`src/rtl/add_result_buffer.sv`:
```
// ============================================================================
// Module  : add_result_buffer
// Purpose : FIFO capture of 4-bit adder results ({carry,sum}) with running
//           8-bit total and saturating carry-out counter.
// Revision: 1.0 - initial release
// ============================================================================
`default_nettype none

module add_result_buffer #(
  parameter int DEPTH = 4
) (
  input  logic                     clk,
  input  logic                     rst_n,
  input  logic                     in_valid,
  output logic                     in_ready,
  input  logic [3:0]               in_sum,
  input  logic                     in_carry,
  input  logic                     clear,
  output logic                     out_valid,
  input  logic                     out_ready,
  output logic [3:0]               out_sum,
  output logic                     out_carry,
  output logic [7:0]               total,
  output logic [3:0]               carry_cnt,
  output logic [$clog2(DEPTH):0]   count,
  output logic                     full,
  output logic                     empty
);

  localparam int AW = $clog2(DEPTH);
  localparam int CW = AW + 1;
  localparam logic [CW-1:0] FULL_COUNT = CW'(DEPTH);
  localparam logic [3:0]    CARRY_MAX  = 4'hF;

  logic [4:0]    mem_q [DEPTH];
  logic [4:0]    mem_d [DEPTH];
  logic [AW-1:0] wr_ptr_q, wr_ptr_d;
  logic [AW-1:0] rd_ptr_q, rd_ptr_d;
  logic [CW-1:0] count_q, count_d;
  logic [7:0]    total_q, total_d;
  logic [3:0]    carry_cnt_q, carry_cnt_d;

  logic push;
  logic pop;

  assign full      = (count_q == FULL_COUNT);
  assign empty     = (count_q == '0);
  // No pass-through: a same-cycle pop never opens the input when full.
  assign in_ready  = !full && !clear;
  assign out_valid = !empty;
  assign out_sum   = mem_q[rd_ptr_q][3:0];
  assign out_carry = mem_q[rd_ptr_q][4];
  assign total     = total_q;
  assign carry_cnt = carry_cnt_q;
  assign count     = count_q;

  assign push = in_valid && in_ready;
  assign pop  = out_valid && out_ready && !clear;

  always_comb begin
    mem_d       = mem_q;
    wr_ptr_d    = wr_ptr_q;
    rd_ptr_d    = rd_ptr_q;
    count_d     = count_q;
    total_d     = total_q;
    carry_cnt_d = carry_cnt_q;

    if (clear) begin
      wr_ptr_d    = '0;
      rd_ptr_d    = '0;
      count_d     = '0;
      total_d     = '0;
      carry_cnt_d = '0;
    end else begin
      if (push) begin
        mem_d[wr_ptr_q] = {in_carry, in_sum};
        wr_ptr_d        = wr_ptr_q + 1'b1;
        total_d         = total_q + {3'b000, in_carry, in_sum};
        if (in_carry && (carry_cnt_q != CARRY_MAX)) begin
          carry_cnt_d = carry_cnt_q + 4'd1;
        end
      end
      if (pop) begin
        rd_ptr_d = rd_ptr_q + 1'b1;
      end
      case ({push, pop})
        2'b10:   count_d = count_q + 1'b1;
        2'b01:   count_d = count_q - 1'b1;
        default: count_d = count_q;
      endcase
    end
  end

  always_ff @(posedge clk or negedge rst_n) begin
    if (!rst_n) begin
      for (int i = 0; i < DEPTH; i++) begin
        mem_q[i] <= '0;
      end
      wr_ptr_q    <= '0;
      rd_ptr_q    <= '0;
      count_q     <= '0;
      total_q     <= '0;
      carry_cnt_q <= '0;
    end else begin
      mem_q       <= mem_d;
      wr_ptr_q    <= wr_ptr_d;
      rd_ptr_q    <= rd_ptr_d;
      count_q     <= count_d;
      total_q     <= total_d;
      carry_cnt_q <= carry_cnt_d;
    end
  end

endmodule

`default_nettype wire

```
`config.mk`:
```
export PLATFORM = sky130hd
export DESIGN_NAME = add_result_buffer
export DESIGN_NICKNAME = d
export VERILOG_FILES = /design/src/rtl/add_result_buffer.sv
export SDC_FILE = /design/constraint.sdc
export NUM_CORES = 1
export LEC_CHECK = 0
export BUFFER_PORTS_ARGS = -buffer_cell sky130_fd_sc_hd__buf_2
export CAP_MARGIN = 20
export CORE_MARGIN = 4
export CORE_UTILIZATION = 60
export CTS_CLUSTER_DIAMETER = 120
export CTS_CLUSTER_SIZE = 10
export DETAILED_ROUTE_END_ITERATION = 8
export PLACE_DENSITY_LB_ADDON = 0.05
export SYNTH_ARGS = -nofsm -noshare
export SYNTH_HDL_FRONTEND = slang
export SYNTH_SLANG_ARGS = --single-unit
```
`constraint.sdc`:
```
create_clock -name clk -period 4.5 [get_ports clk]
set_clock_uncertainty 0.05 [all_clocks]
set_input_delay 0.675 -clock clk [delete_from_list [all_inputs] [get_ports clk]]
set_output_delay 0.675 -clock clk [all_outputs]
set_load 0.01 [all_outputs]
```
After elaboration in Yosys (flattened, before gate mapping):

Cells that the tools add are included.

* eq/ne operators: 4
* reduce and logical (&&, ||, !) cells: 16
* bitwise gates (word level): 3
* $add $sub $neg: 6
* magnitude comparators: 3
* multiplexer cells: 17

Operator list (count)
* bitwise mux 20 bit: 1
* 2-to-1 mux 8 bit: 2
* 2-to-1 mux 5 bit: 3
* 2-to-1 mux 4 bit: 3
* binary-select mux 5 bit (select 2 bit): 1
* demux 5 bit (select 2 bit): 1
* adder 8 x 5 -> 8 bit: 1
* 2-to-1 mux 2 bit: 4
* >= comparator 3 bit, second input constant: 2
* logical AND 1 bit: 6
* NOT 2 -> 3 bit: 2
* case mux 3 bit (2 select lines): 1
* nonzero test 2 bit: 3
* adder 2 x 1 -> 2 bit, second input constant: 2
* adder 4 x 1 -> 4 bit, second input constant: 1
* inequality test 4 bit, second input constant: 1
* AND reduction 2 bit: 2
* adder 3 x 1 -> 3 bit, second input constant: 1
* equality test 3 bit, second input constant: 1
* logical NOT 1 bit: 3
* logical NOT 3 bit: 1
* < comparator 3 x 1 -> 1 bit, second input constant: 1
* 2-to-1 mux 3 bit: 1
* nonzero test 3 bit: 1
* 4 further kinds: 4

* bits of input ports: 10
* output and inout port bits: 24
* register bits after elaboration: 39

Longest topological paths before layout:

* depth in word-level cells: 7
* gate-level depth with buffers: 9

Worst setup path after synthesis:

Ideal clock, no wire load.

* path type: input-to-output
* start: input port clear
* end: output port in_ready
* arrival: 1.596 ns
* setup slack: 2.179 ns
* required time: 3.775 ns
* stages: 4
* cells stage by stage: clkbuf_1 clkbuf_1 buf_1 nor2_1

* longest elaborated chain between the ends: 2

RTL lines
* start, declared: RTL line 18 `input logic clear,`
* logical NOT 1 bit: RTL line 49 `assign in_ready = !full && !clear;`
* logical AND 1 bit: RTL line 49
* end, declared: RTL line 15 `output logic in_ready,`

No other way between the ends.

Worst setup path in the final report:

* start: register count_q[1] (netlist: count[1])
* end: output port in_ready

* longest elaborated chain between the ends: 3

RTL lines
* start, declared: RTL line 39 `logic [CW-1:0] count_q, count_d;`
* start signal, assigned: RTL line 108 `count_q <= count_d;`
* equality test 3 bit: RTL line 46 `assign full = (count_q == FULL_COUNT);`
* logical NOT 1 bit: RTL line 49
* logical AND 1 bit: RTL line 49

No other way between the ends.

==> flow_summary_export.csv <==
group,metric,value,unit
synth,synth_top_area_share,0.467,
clocking,clkTransAtPathRegs,0.12,ns
placement,placedCellCount,245,
finish,antenna_cells,0,
setup_path,regToRegEndpoint,"count[2]",
clocking,clk_path_buf_depth,2,
sta,setup-tns-final,0,ns
job,maxCapViolations,0,
global_route,grt.total_usage,0.206,
synth,synth_cell_type_count,38,
die,rows,21,
global_route,antenna_found_initial,0,
global_route,grt_pass1_wl,6780,um
finish,area_growth,13.5,%
placement,hpwl,2950,um
drt,vias,1460,
die,dieArea,4500,um^2
synth,synth_edf_count,0,
power_and_ir_drop,p_leak,1.15,nW
synth,synthCells,173,
synth,ys_warn_count,0,
die,die_w,67.1,um
finish,layout.cells.non_filler,253,
synth,synthTopCellsByCount,"dfrtp_1 (39), mux2_2 (23), nor2_1 (12), nand2_1 (11), ha_1 (10)",
sta,whs,0.364,ns
status,status,"finished clean",
finish,fin_nets,228,
setup_path,arrival,1.70,ns
power_and_ir_drop,power.switching,0.000425,W
synth,yosys.area.top_type,"dfrtp_1",
power_and_ir_drop,clkPwrFrac,0.220,
sta,final.period_utilization,0.538,
min_path,hp-class,"in -> async",
synth,postSynthNetCount,195,
synth,yosysMostFrequentCell,"dfrtp_1",
setup_path,ff2ff_setup_slack,2.12,ns
setup_path,crit_chain,"or3b_1, inv_1, nor2_1, buf_2",
setup_path,critPathMaxFanout,6,
sta,rsz0062_at_grt,"false",
sta,maxSlewViolCount,0,
clocking,cts_tree,"built",
synth,avgSynthCellArea,12.1,um^2
drt,first_pass_iters,4,
power_and_ir_drop,power_density,552,nW/um^2
clocking,post_cts_hold_buffer_count,0,
clocking,htreeDepth,2,
setup_path,critPathKind,"reg -> out",
drt,drc,0,
finish,final_core_util,0.706,
die,initial_core_util,0.622,
sta,hold_violations,0,
clocking,post_cts_buffers,0,
sta,worst_pin_slew,0.840,ns
placement,io_buffers,33,
setup_path,regToRegStartpoint,"count[1]",
clocking,post_cts_resized,0,
synth,synthFlopType,"dfrtp_1",
finish,drive_gt1_frac,0.348,
clocking,cts_buffers,5,
die,fp.dieH,67.1,um
drt,routed_wl,3980,um
die,ios,34,
die,coreArea,3360,um^2
synth,ys_ff_latch,39,
power_and_ir_drop,peakVddDrop,0.000308,V
global_route,grt-ovfl-total,0,
global_route,grt_max_degree,40,
setup_path,endpoint_kind,"primary output",
clocking,insertion_delay,0.35,ns
synth,synth_area_leaders,"dfrtp_1 (47%), mux2_2 (12%), ha_1 (6.0%)",
power_and_ir_drop,seqPwrFrac,0.422,
clocking,root_buffer,"clkbuf_4",
setup_path,max_stage_delay,0.52,ns
power_and_ir_drop,p_sw_frac,0.325,
setup_path,reg2regPathDepth,7,
setup_path,crit_slowest_cell,"or3b_1",
synth,ys_async_sr_fraction,1.00,
sta,max_freq,0.413,GHz
sta,min_period,2.42,ns
sta,relSlewSlack,0.440,
drt,ant_nets,0,
clocking,clock_sinks,39,
placement,place_congestion,0.740,
global_route,grt_pass1_vias,1442,
setup_path,cp.required,3.77,ns
drt,first_iter_violations,41,
synth,seq_area_frac_synth,0.467,
synth,syn_area,2090,um^2
drt,avgViaCountPerCell,5.77,
sta,finalSetupViolCount,0,
power_and_ir_drop,p_comb_frac,0.358,
power_and_ir_drop,intPower,0.000885,W
power_and_ir_drop,power.total,0.00131,W
drt,wire_per_inst,15.7,um
setup_path,cp-start-kind,"flip-flop",
==> sequential cells by signal, summed over array words and instances, names as in the netlist <==
register   count
total          8
mem_q         20
carry_cnt      4
rd_ptr_q       2
wr_ptr_q       2
count          3
==> routing by layer <==
metal  track usage  vias up  wire length, um
met1         0.254      737             1730
met3        0.0556        5              175
met4        0.0835        0               56
li1              -      686                -
met5             0        -                0
met2         0.339       32             2010
==> worst max path at each step <==
stage / cells past startpoint / slack (ns) / start / endpoint
3_5_place_dp: 7 / 2.03 / in_sum[0] / total[6]
6_report: 4 / 2.08 / count[1] / in_ready
5_1_grt: 4 / 1.97 / count[0] / in_ready
4_1_cts: 4 / 2.05 / count[1] / in_ready
3_3_place_gp: 7 / 2.09 / in_sum[0] / total[6]
2_1_floorplan: 4 / 2.18 / clear / in_ready
==> power by group through the flow <==
stage	sequential (W)	clock, W	combinational (W)
after floorplan	0.000536	0	0.000349
after global placement	0.000552	0	0.000457
after detailed placement	0.000564	0	0.000473
after CTS	0.000556	0.000295	0.000476
after global routing	0.000573	0.000313	0.000518
final	0.000554	0.000288	0.000469
==> metrics by stage <==
stage	setup slack (ns)	area [um^2]
floorplan	2.18	2090
global placement	2.09	2270
detailed placement	2.03	2270
CTS	2.05	2370
global route	1.97	2370
finish	2.08	2370
==> kinds of logic (layout without fill, tap and decap cells) <==
| logic type | Yosys count | count (layout) | share of synthesized area |
|---|---|---|---|
| XOR/XNOR | 6 | 6 | 0.0251 |
| multiplexers | 31 | 31 | 0.193 |
| AO/OA/AOI/OAI | 23 | 23 | 0.0778 |
| buffers and inverters | 12 | 46 | 0.0287 |
| flip-flops | 39 | 39 | 0.467 |
| AND/OR/NAND/NOR | 50 | 50 | 0.130 |
| adder cells (fa/ha/maj) | 12 | 12 | 0.0789 |
==> layout make-up <==
class                   instances  area (um^2)
repair buffers                 33          165
fillers                       282          988
clock buffers                   6         41.3
inverters                       5         18.8
flip-flops and latches         39          976
clock inverters                 2         60.1
multi-input cells             122         1060
well taps                      46         57.6
==> placed cells by master (no fill, tap or decap), drive strengths merged, types with 5 or more instances in the layout <==
cell type	instances
a211oi	5
a21oi	8
buf	33
clkbuf	6
dfrtp	39
ha	10
inv	5
mux2	24
mux4	5
nand2	12
nor2	12
==> critical path, delay by kind of cell (launching register included) <==
family                 cells  cell delay (ns)
flip-flops                 1             0.48
buffers and inverters      2             0.30
AND/OR/NAND/NOR            2             0.57
(Power assumes the default switching activity.)
